$ cat config.mk
export PLATFORM = sky130hd
export DESIGN_NAME = fifo_rr_sched
export DESIGN_NICKNAME = d
export VERILOG_FILES = /design/src/rtl/fifo_rr_sched.sv
export SDC_FILE = /design/constraint.sdc
export NUM_CORES = 1
export LEC_CHECK = 0
export ABC_AREA = 1
export BUFFER_PORTS_ARGS = -buffer_cell sky130_fd_sc_hd__buf_2
export CORE_ASPECT_RATIO = 0.8
export CORE_MARGIN = 2
export CORE_UTILIZATION = 48
export CTS_CLUSTER_DIAMETER = 30
export DETAILED_ROUTE_END_ITERATION = 12
export PLACE_DENSITY_LB_ADDON = 0.3
export SLEW_MARGIN = 10
export SYNTH_ARGS = -nofsm -noshare
export SYNTH_HDL_FRONTEND = slang
export SYNTH_SLANG_ARGS = --single-unit
$ cat constraint.sdc
create_clock -name clk -period 1.5 [get_ports clk]
set_input_delay 0.3 -clock clk [delete_from_list [all_inputs] [get_ports clk]]
set_output_delay 0.3 -clock clk [all_outputs]
set_load 0.01 [all_outputs]
$ cat src/rtl/fifo_rr_sched.sv
// fifo_rr_sched: round-robin scheduler draining NUM_Q first-word-fall-through FIFOs into one
// registered valid/ready output stream. Each grant pops a burst of up to BURST_MAX beats.
// A burst ends early when the FIFO runs dry (aempty on the popped beat, or empty while
// accepting). Every burst end returns to IDLE, which costs one bubble cycle on ren_o.
//
// Ports:
//   clk, rst_n  clock, asynchronous active-low reset
//   empty_i     per-FIFO empty flags (bit q -> FIFO q)
//   aempty_i    per-FIFO almost-empty flags (FIFO holds exactly one entry)
//   rdata_i     per-FIFO head data, slice q = [q*DATA_WIDTH +: DATA_WIDTH]
//   ren_o       per-FIFO pop strobe, at most one bit set
//   m_valid_o / m_ready_i / m_data_o / m_qid_o / m_last_o  registered output stream
//   busy_o      high while a grant is active
//
// Optional build macro: FIFO_RR_SCHED_PRIO_Q0_EN gives queue 0 strict priority at burst
// boundaries; its grants leave rr_ptr untouched so the other queues keep their rotation.
module fifo_rr_sched #(
  parameter int unsigned NUM_Q      = 4,
  parameter int unsigned DATA_WIDTH = 8,
  parameter int unsigned BURST_MAX  = 4,
  parameter int unsigned QID_WIDTH  = $clog2(NUM_Q)
) (
  input  logic                        clk,
  input  logic                        rst_n,
  input  logic [NUM_Q-1:0]            empty_i,
  input  logic [NUM_Q-1:0]            aempty_i,
  input  logic [NUM_Q*DATA_WIDTH-1:0] rdata_i,
  output logic [NUM_Q-1:0]            ren_o,
  output logic                        m_valid_o,
  input  logic                        m_ready_i,
  output logic [DATA_WIDTH-1:0]       m_data_o,
  output logic [QID_WIDTH-1:0]        m_qid_o,
  output logic                        m_last_o,
  output logic                        busy_o
);

  localparam int unsigned CntWidth = $clog2(BURST_MAX + 1);
  localparam logic [CntWidth-1:0]  BurstMaxCnt = CntWidth'(BURST_MAX);
  localparam logic [QID_WIDTH-1:0] LastQ = QID_WIDTH'(NUM_Q - 1);

  typedef enum logic [0:0] {StIdle, StGrant} state_e;

  state_e                state_q;
  logic [QID_WIDTH-1:0]  rr_ptr_q;
  logic [QID_WIDTH-1:0]  grant_q;
  logic [CntWidth-1:0]   beat_cnt_q;
  logic                  m_valid_q;
  logic [DATA_WIDTH-1:0] m_data_q;
  logic [QID_WIDTH-1:0]  m_qid_q;
  logic                  m_last_q;

  logic [DATA_WIDTH-1:0] rdata_arr [NUM_Q];
  logic                  accept;
  logic                  pop;
  logic                  grant_empty;
  logic [CntWidth-1:0]   cnt_next;
  logic                  last_next;
  logic                  found;
  logic [QID_WIDTH-1:0]  pick;
  logic [QID_WIDTH-1:0]  pick_next;
  logic                  prio_q0;

  always_comb begin
    for (int unsigned q = 0; q < NUM_Q; q++) begin
      rdata_arr[q] = rdata_i[q*DATA_WIDTH +: DATA_WIDTH];
    end
  end

  // The output register may load whenever it is empty or being drained this cycle.
  assign accept      = !m_valid_q || m_ready_i;
  assign grant_empty = empty_i[grant_q];
  assign pop         = (state_q == StGrant) && accept && !grant_empty;
  assign cnt_next    = beat_cnt_q + 1'b1;
  assign last_next   = (cnt_next == BurstMaxCnt) || aempty_i[grant_q];

  always_comb begin
    ren_o = '0;
    if (pop) begin
      ren_o[grant_q] = 1'b1;
    end
  end

  // First non-empty queue at or after rr_ptr, wrapping modulo NUM_Q.
  always_comb begin
    logic [QID_WIDTH-1:0] idx;
    found = 1'b0;
    pick  = '0;
    idx   = '0;
    for (int unsigned i = 0; i < NUM_Q; i++) begin
      idx = QID_WIDTH'((32'(rr_ptr_q) + i) % NUM_Q);
      if (!found && !empty_i[idx]) begin
        found = 1'b1;
        pick  = idx;
      end
    end
  end

  assign pick_next = (pick == LastQ) ? '0 : pick + 1'b1;

`ifdef FIFO_RR_SCHED_PRIO_Q0_EN
  assign prio_q0 = !empty_i[0];
`else
  assign prio_q0 = 1'b0;
`endif

  always_ff @(posedge clk or negedge rst_n) begin
    if (!rst_n) begin
      state_q    <= StIdle;
      rr_ptr_q   <= '0;
      grant_q    <= '0;
      beat_cnt_q <= '0;
      m_valid_q  <= 1'b0;
      m_data_q   <= '0;
      m_qid_q    <= '0;
      m_last_q   <= 1'b0;
    end else begin
      if (accept) begin
        m_valid_q <= pop;
        if (pop) begin
          m_data_q <= rdata_arr[grant_q];
          m_qid_q  <= grant_q;
          m_last_q <= last_next;
        end
      end

      unique case (state_q)
        StIdle: begin
          if (prio_q0) begin
            grant_q    <= '0;
            beat_cnt_q <= '0;
            state_q    <= StGrant;
          end else if (found) begin
            grant_q    <= pick;
            rr_ptr_q   <= pick_next;
            beat_cnt_q <= '0;
            state_q    <= StGrant;
          end
        end
        StGrant: begin
          if (pop) begin
            beat_cnt_q <= cnt_next;
            if (last_next) begin
              state_q <= StIdle;
            end
          end else if (accept && grant_empty) begin
            // Source ran dry without a final-beat mark; close the burst.
            state_q <= StIdle;
          end
        end
        default: state_q <= StIdle;
      endcase
    end
  end

  assign m_valid_o = m_valid_q;
  assign m_data_o  = m_data_q;
  assign m_qid_o   = m_qid_q;
  assign m_last_o  = m_last_q;
  assign busy_o    = (state_q == StGrant);

endmodule

After elaboration in Yosys (flattened, before gate mapping)
Cells that the tools add are included.
Cells by class
  $add $sub $neg: 5
  multipliers: 0
  divide/modulo/power cells: 0
  $lt $le $gt $ge: 7
  equal/unequal tests: 4
  shifts and indexed selects: 0
  multiplexer cells: 35
  bitwise operators: 2
  reduce and logical (&&, ||, !) cells: 19
Operators by type and width (number)
  binary-select mux 8 bit (select 2 bit): 1
  2-to-1 mux 8 bit: 2
  < comparator 2 x 3 -> 1 bit, second input constant: 5
  2-to-1 mux 1 bit: 15
  binary-select mux 1 bit (select 2 bit): 6
  2-to-1 mux 2 bit: 5
  logical AND 1 bit: 7
  zero test 1 bit: 7
  2-to-1 mux 3 bit: 2
  one-hot mux 3 bit (2 select lines): 1
  AND reduction 2 bit: 3
  adder 2 x 1 -> 2 bit, second input constant: 2
  adder 2 bit, second input constant: 2
  2-to-1 mux 4 bit: 1
  adder 3 x 1 -> 3 bit, second input constant: 1
  == test 3 bit, second input constant: 1
  greater-or-equal comparator 3 bit, second input constant: 1
  inverter 2 -> 3 bit: 1
  demux 1 bit (select 2 bit): 1
  == test 2 bit, second input constant: 1
  greater-or-equal comparator 2 x 1 -> 1 bit, second input constant: 1
  logical OR 1 bit: 2
  inequality test 2 x 1 -> 1 bit, second input constant: 1
  inequality test 2 bit, second input constant: 1
  other kinds (2): 2
Word-level totals
  register bits after elaboration: 20
  bits in latches: 0
  memory bits (writable): 0
  bits in read-only memories: 0
  input port bits: 43
  output and inout bits: 17
  memories kept: 0

Longest topological paths before layout
Gate-level depths: netlist of the first run.
  word-level depth: 14
  gate-level depth with buffers: 13

Worst setup path before layout of the first run
OpenSTA, ideal clock, no wires.
  kind: register to output
  start point: reg grant_q[0]
  end point: out ren_o[2]
  arrival time: 1267 ps
  required time: 1200 ps
  setup slack: -67 ps
  stages on the path, launching flop included: 9
  cells stage by stage: dfrtp_1 -> nand2_1 -> o21ai_0 -> nand2_1 -> nand2_1 -> nor2_2 -> nand2_1 -> buf_2 -> nor3_1
On the way
  longest elaborated chain between the ends: 5
RTL lines
  from (decl): line 45  | logic [QID_WIDTH-1:0] grant_q;
  from (signal assigned): line 133  | grant_q <= pick;
  < comparator 2 x 3 -> 1 bit (not written as such) (tied with other cells): line 79  | ren_o[grant_q] = 1'b1;
  logical AND 1 bit (not written as such) / 2-to-1 mux 1 bit (equally long branches): line 79, 71
  2-to-1 mux 1 bit (not written as such) / zero test 1 bit (equally long branches): line 79, 72
  demux 1 bit (select 2 bit) / logical AND 1 bit (equally long branches): line 79, 72
  2-to-1 mux 4 bit *: line 78  | if (pop) begin
  to (decl): line 28  | output logic [NUM_Q-1:0] ren_o,
Every way passes the cells marked *; elsewhere a longest branch is shown, timed or not. The select of a mux whose other input is x is not followed.

Worst setup path in the final report of the first run
  start point: reg grant_q[0]
  end point: out ren_o[3]
Same word-level chain as after synthesis.

==> results of run 1 <==
worst paths after layout:
check,start,cells after the start,to
setup / recovery,grant_q[0]$_DFFE_PN0P_,8,ren_o[3]
hold / removal,rdata_i[6],5,m_data_o[6]$_DFFE_PN0P_
setup reg to reg,rr_ptr_q[0]$_DFFE_PN0P_,11,grant_q[1]$_DFFE_PN0P_
hold reg to reg,m_data_o[5]$_DFFE_PN0P_,2,m_data_o[5]$_DFFE_PN0P_
max in group asynchronous,rst_n,2,rr_ptr_q[1]$_DFFE_PN0P_
min in group asynchronous,rst_n,2,m_valid_o$_DFFE_PN0P_
per-stage QoR:
step                hold WS, ns  instances
global placement          0.267        328
global route              0.369        345
CTS                       0.360        335
detailed placement        0.268        328
floorplan               0.00441        222
finish                    0.357        345
synthesized netlist by cell type (all sizes together):
library cell	number
ha	2
nand4	10
xnor2	1
inv	18
nand2	95
dfrtp	20
o21ai	7
o221ai	1
o21bai	1
a21boi	1
a21oi	4
nor2	8
nand3	41
buf	8
clkbuf	3
nor3	2
kinds of logic after synthesis:
| logic type | count (synthesis) |
|---|---|
| compound gates | 14 |
| xor+xnor | 1 |
| fa+ha+maj | 2 |
| buf+inv | 29 |
| flops | 20 |
| simple gates | 156 |
critical path: stages, from the launching register on:
cell and delay [ns]:
dfrtp_2 0.44, nand2_1 0.06, o21ai_1 0.05, nand2_1 0.08, nand2_2 0.07, nor2_4 0.14, nand2_4 0.10, nor3_4 0.18
buf_2 0.15
final cells by class:
| class | instances | area (um2) |
|---|---|---|
| Multi-Input combinational cell | 173 | 1060 |
| Fill cell | 195 | 644 |
| Timing Repair Buffer | 89 | 614 |
| Sequential cell | 20 | 504 |
| Inverter | 18 | 101 |
| Clock buffer | 4 | 55.1 |
| Tap cell | 40 | 50.0 |
| Timing Repair inverter | 1 | 8.76 |
power by group:
part	internal (mW)	switching (mW)	leakage (nW)
logic	1.79	2.53	1.00
clock network	0.234	0.178	0.0288
registers	0.809	0.233	0.246
registers in the layout, summed over array words and instances, names as in the netlist:
signal      count
m_data_o        8
beat_cnt_q      3
grant_q         2
m_qid_o         2
rr_ptr_q        2
busy_o          1
m_last_o        1
m_valid_o       1
timing repair:
action	in CTS	in global routing
endpoints found under the hold margin	20	0
pin swaps	4	25
gates resized for setup	10	67
cloned	0	4
buffers inserted	2	6
hold buffers	1	0
endpoints found under the setup margin	18	23
routing by layer:
layer / vias up / global-route usage (%)
met4: 0 / 2.38
met3: 10 / 5.23
met2: 109 / 37.0
met1: 873 / 33.0
met5: - / 0
li1: 891 / -
==> impl_metrics.tcl, run 1 <==
set metrics [dict create \
    yosys.area.top_type "dfrtp_1" \
    crit_arrival_ns 1.55 \
    violations "negative setup slack" \
    post-dp-hpwl_mm 3.02 \
    drive_gt1_share_pct 50.5 \
    antenna_left 0 \
    synth_cell_type_count 27 \
    die_h_um 54 \
    top_layer "met4" \
    diodes 0 \
    drt_iter0_drc 200 \
    required_ns 1.20 \
    rsz0062_at_grt "true" \
    grt_first_pass_wirelength_mm 6.36 \
    cp-start-kind "flop" \
    antenna_found_initial 0 \
    synth_xor_area_share_pct 0.584 \
    hold_viol 0 \
    synth_seq_area_share_pct 33.4 \
    totalWireLength_mm 5.33 \
    rows 18 \
    end_kind "output pin" \
    ioPinCount 60 \
    grt_usage_pct 23.1 \
    ctsHtreeMaxLevel 1 \
    grt_max_degree 22 \
    fin_crit_sh_pct 123 \
    die_w_um 66.5 \
    synthesis.instances 222 \
    status "complete, but fails checks" \
    globalplace.congestion 0.857 \
    wl_per_cell_um 15.4 \
    final_common_cell "nand2_1" \
    final_cell_mix "62 x nand2_1, 59 x buf_2, 32 x nand3_1" \
    finClkSkew_ns 0.00152 \
    vias 1883 \
    criticalPathCategory "reg2out" \
    coreArea_mm2 0.00304 \
    nNetsFinal 351 \
    cts-root-buf "clkbuf_8" \
    synth_warnings 0 \
    syn_area_per_cell_um2 6.76 \
    place_ws_ns -0.113 \
    setup_ws_ns -0.345 \
    synth_area_leaders "dfrtp_1 33%, nand2_1 21%, nand3_1 13%, nand2_2 3.8%, nand4_1 3.8%" \
    overflow 0 \
    utilization_pct 78.8 \
    syn_area_mm2 0.00150 \
    powerDensity_mw_per_mm2 2410 \
    stdcell_area_mm2 0.00240 \
    numCtsBuffers 3 \
    total_power_mw 5.78 \
    ys_ff_latch 20 \
    met3_length_um 455 \
    fin_crit_ns 1.85 \
    yosys-mux-area-fraction_pct 0 \
    hp-class "in2reg" \
    synth_top_cell_area_share_pct 33.4 \
    path_max_fanout 5 \
    clk_latency_ns 0.26 \
    worst_slew_pin_slew_ns 0.451 \
    maxSlewHeadroom_pct 69.9 \
    synth_fa_ha_area_share_pct 1.67 \
    synthesis.nets 267 \
    clk_pin_slew_ns 0.07 \
    wl_met2_mm 2.61 \
    slew_violations 0 \
    ff2ff_setup_slack_ns -0.16 \
    area_delta_synth_final_pct 59.7 \
    leakagePower_nw 1.28 \
    setup-tns-final_ns -3.13 \
    route.detailed.drc 0 \
    fmax_mhz 542 \
    synth_top_family_by_area "simple AND/OR/NAND/NOR gates" \
    place_area_mm2 0.00192 \
    initial_core_util_pct 49.3 \
    maxCapViolCount 0 \
    die_area_mm2 0.00359 \
    cts_sinks 20 \
    met1_length_mm 2.15 \
    first_pass_iters 4 \
    synth-compound-area-share_pct 5.25 \
    yosys.area_share.simple_pct 49.4 \
    avgViaCountPerCell 5.46 \
    peakVddDrop_mv 1.20 \
    setup_viol 22 \
    port_buffers 59 \
    cts_tree "built" \
    clock_path_buffers 2 \
    grt_pass1_vias 1502 \
]
No activity file was read; power rests on OpenSTA's default activity.
==> run 2: changes to the inputs <==
- RECOVER_POWER: unset -> 25
- TNS_END_PERCENT: unset -> 1
==> impl_metrics.tcl, run 2 (same netlist as run 1, synthesis figures left out) <==
set metrics [dict create \
    placedCellCount 328 \
    clk_pin_slew_ns 0.07 \
    post-dp-hpwl_mm 3.02 \
    powerDensity_mw_per_mm2 2180 \
    worst_slew_pin_slew_ns 0.489 \
    setup_viol 18 \
    slowest_stage "dfrtp_2" \
    ff2ff_setup_slack_ns -0.19 \
    cts-root-buf "clkbuf_8" \
    numCtsBuffers 3 \
    finClkSkew_ns 0.00394 \
    slew_violations 0 \
    drive_gt1_share_pct 38.3 \
    hold_viol 0 \
    cts_sinks 20 \
    grt_first_pass_wirelength_mm 6.21 \
    vias 1665 \
    fin_crit_ns 1.81 \
    stdcell_area_mm2 0.00204 \
    utilization_pct 67.2 \
    drt_iter0_drc 180 \
    rows 18 \
    clk_latency_ns 0.25 \
    area_delta_synth_final_pct 36.2 \
    hp-class "in2reg" \
    maxCapViolCount 0 \
    largest_register_ffs 8 \
    overflow 0 \
    fin_crit_sh_pct 120 \
    diodes 0 \
    crit_top_cell "nand2_1" \
    die_area_mm2 0.00359 \
    coreArea_mm2 0.00304 \
    crit_buf_inv 1 \
    final_common_cell "nand2_1" \
    comb_power_share_pct 68.8 \
    netSwitchingFraction_pct 49.6 \
    antenna_found_initial 0 \
    required_ns 1.20 \
    grt_usage_pct 22.5 \
    port_buffers 59 \
    grt_max_degree 22 \
    route.detailed.drc 0 \
    initial_core_util_pct 49.3 \
    p_switching_mw 2.20 \
    final_cell_mix "79 x nand2_1, 58 x buf_2, 40 x nand3_1" \
    ioPinCount 60 \
    path_max_fanout 5 \
    nNetsFinal 341 \
    setup_ws_ns -0.306 \
    globalplace.congestion 0.857 \
    cts_tree "built" \
    internal_power_mw 2.24 \
    p_seq_share_pct 22.2 \
    regArea_um2 502 \
    p_clk_share_pct 9.0 \
    wl_per_cell_um 11.4 \
    die_h_um 54 \
    grt_pass1_vias 1451 \
    clock_path_buffers 2 \
    criticalPathCategory "reg2out" \
    crit_chain "nand2_1 -> o21ai_1 -> nand2_1 -> nand2_2 -> nor2_4 -> nand2_4 -> nor3_4 -> buf_2" \
    fillers 261 \
    die_w_um 66.5 \
    maxSlewHeadroom_pct 67.4 \
    ctsHtreeMaxLevel 1 \
    slowest_delay_ns 0.44 \
    totalWireLength_mm 3.82 \
    cp-start-kind "flop" \
    stdcell_count 335 \
    first_pass_iters 4 \
    antenna_left 0 \
    avgViaCountPerCell 4.97 \
    end_kind "output pin" \
    crit_arrival_ns 1.51 \
    rsz0062_at_grt "true" \
    fmax_mhz 554 \
    multi_input_area_um2 887 \
    violations "negative setup slack" \
    peakVddDrop_mv 1.21 \
    crit_family "simple AND/OR/NAND/NOR gates" \
    status "complete, but fails checks" \
    leakagePower_nw 1.13 \
    place_area_mm2 0.00192 \
]
[run 2: cell count changes in the layout (fill, tap and decap cells not counted), sizes merged]
| cell | previous run | this run |
|---|---|---|
| buf | 86 | 78 |
| clkbuf | 6 | 5 |
| clkinv | 1 | 0 |
[run 2: cell type report]
cell class,instances,area share [%]
well taps,40,2.45
clock buffers,4,2.69
flip-flops and latches,20,24.6
multi-input cells,173,43.4
inverters,18,3.98
repair buffers,80,22.9
[run 2: repair_timing]
item | in CTS | in global routing
cloned | 0 | 0
pin swaps | 0 | 6
setup buffers | 0 | 2
endpoints found under the hold margin | 20 | 0
hold buffers | 1 | 0
gates resized for setup | 3 | 10
setup endpoints to repair | 18 | 23
[run 2: power by group through the flow]
| stage | logic [mW] | clock network (mW) | registers [mW] |
|---|---|---|---|
| CTS | 2.94 | 0.409 | 0.980 |
| global route | 3.43 | 0.439 | 1.02 |
| global placement | 2.86 | 0 | 0.980 |
| detailed placement | 2.90 | 0 | 0.984 |
| floorplan | 2.00 | 0 | 1.02 |
| finish | 3.06 | 0.401 | 0.986 |
[run 2: routing by layer]
metal	GRT usage [%]	share of wire, %	up-vias	wire length [um]
li1	-	-	870	-
met1	33.4	49	738	1880
met2	35.2	44	55	1670
met3	4.81	6.4	2	244
met4	2.04	0.50	0	19
met5	0	0	-	0
[run 2: path summary, 6_finish.rpt]
kind | start | endpoint | cells after the start
max | grant_q[0]$_DFFE_PN0P_ | ren_o[3] | 8
min | rdata_i[6] | m_data_o[6]$_DFFE_PN0P_ | 5
max reg2reg | grant_q[0]$_DFFE_PN0P_ | m_last_o$_DFFE_PN0P_ | 9
min reg2reg | m_data_o[5]$_DFFE_PN0P_ | m_data_o[5]$_DFFE_PN0P_ | 2
max in group asynchronous | rst_n | grant_q[0]$_DFFE_PN0P_ | 2
min in group asynchronous | rst_n | m_data_o[2]$_DFFE_PN0P_ | 2
[run 2: per-stage QoR]
| step | power (mW) | setup WS, ns | hold slack [ns] | setup TNS [ns] |
|---|---|---|---|---|
| 2_1_floorplan | 3.02 | -0.0669 | 0.00441 | -0.134 |
| 3_5_place_dp | 3.89 | -0.113 | 0.268 | -0.262 |
| 3_3_place_gp | 3.83 | -0.0562 | 0.267 | -0.0896 |
| 4_1_cts | 4.32 | -0.290 | 0.360 | -1.29 |
| 5_1_grt | 4.89 | -0.416 | 0.372 | -4.31 |
| 6_report | 4.45 | -0.306 | 0.358 | -1.77 |
[run 2: tightest hold or removal path, cell delays in order]
cell and delay (ns):
buf_2 0.07, nand2_1 0.04, nand4_1 0.07, nand2_1 0.05, nand2_1 0.05
==> run 3: changes to the inputs <==
- CORE_UTILIZATION: 48 -> 25
==> impl_metrics.tcl, run 3 (same netlist as run 1, synthesis figures left out) <==
set metrics [dict create \
    globalplace.congestion 0.807 \
    grt_most_used_layer "met2" \
    final_cell_mix "79 x nand2_1, 57 x buf_2, 40 x nand3_1" \
    grt_max_degree 22 \
    initial_core_util_pct 25.6 \
    antenna_left 0 \
    fmax_mhz 560 \
    worst_slew_pin_slew_ns 0.520 \
    nNetsFinal 343 \
    rsz0062_at_grt "true" \
    overflow 0 \
    violations "negative setup slack" \
    final_common_cell "nand2_1" \
    grt_util_met1_pct 18.3 \
    place_ws_ns -0.156 \
    required_ns 1.20 \
    post-dp-hpwl_mm 3.38 \
    clk_latency_ns 0.26 \
    status "complete, but fails checks" \
    grt_first_pass_wirelength_mm 7.02 \
    use_met2_pct 20.5 \
    slew_violations 0 \
    cts_sinks 20 \
    avgViaCountPerCell 4.44 \
    powerDensity_mw_per_mm2 2150 \
    cts-root-buf "clkbuf_8" \
    ioPinCount 60 \
    maxCapViolCount 0 \
    grt_usage_pct 13.2 \
    hold_viol 0 \
    port_buffers 59 \
    die_w_um 90.6 \
    total_power_mw 4.56 \
    met3_usage_pct 4.10 \
    numCtsBuffers 3 \
    end_kind "output pin" \
    path_max_fanout 21 \
    drt_iter0_drc 66 \
    clock_path_buffers 2 \
    drive_gt1_share_pct 39.1 \
    finClkSkew_ns 0.00480 \
    criticalPathCategory "reg2out" \
    coreArea_mm2 0.00585 \
    fin_crit_ns 1.79 \
    area_delta_synth_final_pct 41.3 \
    clk_pin_slew_ns 0.07 \
    crit_arrival_ns 1.49 \
    diodes 0 \
    route.detailed.drc 0 \
    setup_viol 8 \
    hp-class "in2reg" \
    first_pass_iters 4 \
    peakVddDrop_mv 0.554 \
    totalWireLength_mm 4.25 \
    maxSlewHeadroom_pct 65.3 \
    die_h_um 73.3 \
    wl_per_cell_um 11.2 \
    vias 1678 \
    setup_ws_ns -0.286 \
    rows 25 \
    ctsHtreeMaxLevel 1 \
    antenna_found_initial 0 \
    die_area_mm2 0.00664 \
    fin_crit_sh_pct 119 \
    cp-start-kind "flop" \
    grt_pass1_vias 1528 \
    leakagePower_nw 1.15 \
    largest_register_ffs 8 \
    cts_tree "built" \
]
==> run 3: cell type report <==
cell class	instances	area [um2]
clock buffer	4	55.1
fill	642	3730
inverter	18	82.6
multi-input combinational	173	890
sequential	20	503
tap	81	101
timing repair buffer	82	488
==> run 3: what timing repair did <==
action | CTS | global route
endpoints found under the hold margin | 13 | 0
setup endpoints to repair | 21 | 23
setup buffers | 0 | 2
gates resized for setup | 10 | 11
hold buffers | 1 | 0
==> run 3: worst max-delay path, stage by stage (launching register included) <==
cell and delay, ns:
dfrtp_2 0.41, buf_6 0.21, inv_1 0.10, buf_4 0.17, nor3_2 0.18, buf_2 0.15
==> run 3: worst paths after layout <==
path	end	start	depth (start not counted)	slack, ns
max	ren_o[3]	grant_q[0]$_DFFE_PN0P_	5	-0.29
min	m_data_o[1]$_DFFE_PN0P_	rdata_i[1]	5	0.33
max reg2reg	busy_o$_DFF_PN0_	grant_q[0]$_DFFE_PN0P_	8	-0.06
min reg2reg	m_data_o[7]$_DFFE_PN0P_	m_data_o[7]$_DFFE_PN0P_	2	0.48
max in group asynchronous	rr_ptr_q[0]$_DFFE_PN0P_	rst_n	2	0.57
min in group asynchronous	rr_ptr_q[1]$_DFFE_PN0P_	rst_n	2	0.55
==> run 3: per-stage QoR <==
| step | area, um2 | hold slack (ns) | TNS, ns | util (%) | instances |
|---|---|---|---|---|---|
| 6_report | 2120 | 0.335 | -1.18 | 36.2 | 378 |
| 4_1_cts | 2070 | 0.339 | -1.36 | 35.4 | 376 |
| 3_3_place_gp | 1980 | 0.277 | -2.04 | 33.8 | 371 |
| 5_1_grt | 2120 | 0.351 | -3.38 | 36.2 | 378 |
| 3_5_place_dp | 1980 | 0.280 | -2.26 | 33.8 | 371 |
| 2_1_floorplan | 1500 | 0.00441 | -0.134 | - | 222 |
==> run 3: metal layers <==
metal	wire [um]	part of all wire [%]
met5	0	0
met4	45	1.1
met3	301	7.1
met2	1770	42
met1	2130	50
==> run 3: report_power, final <==
part	internal [mW]	switching, mW
Sequential	0.806	0.246
Combinational	1.24	1.85
Clock	0.234	0.181
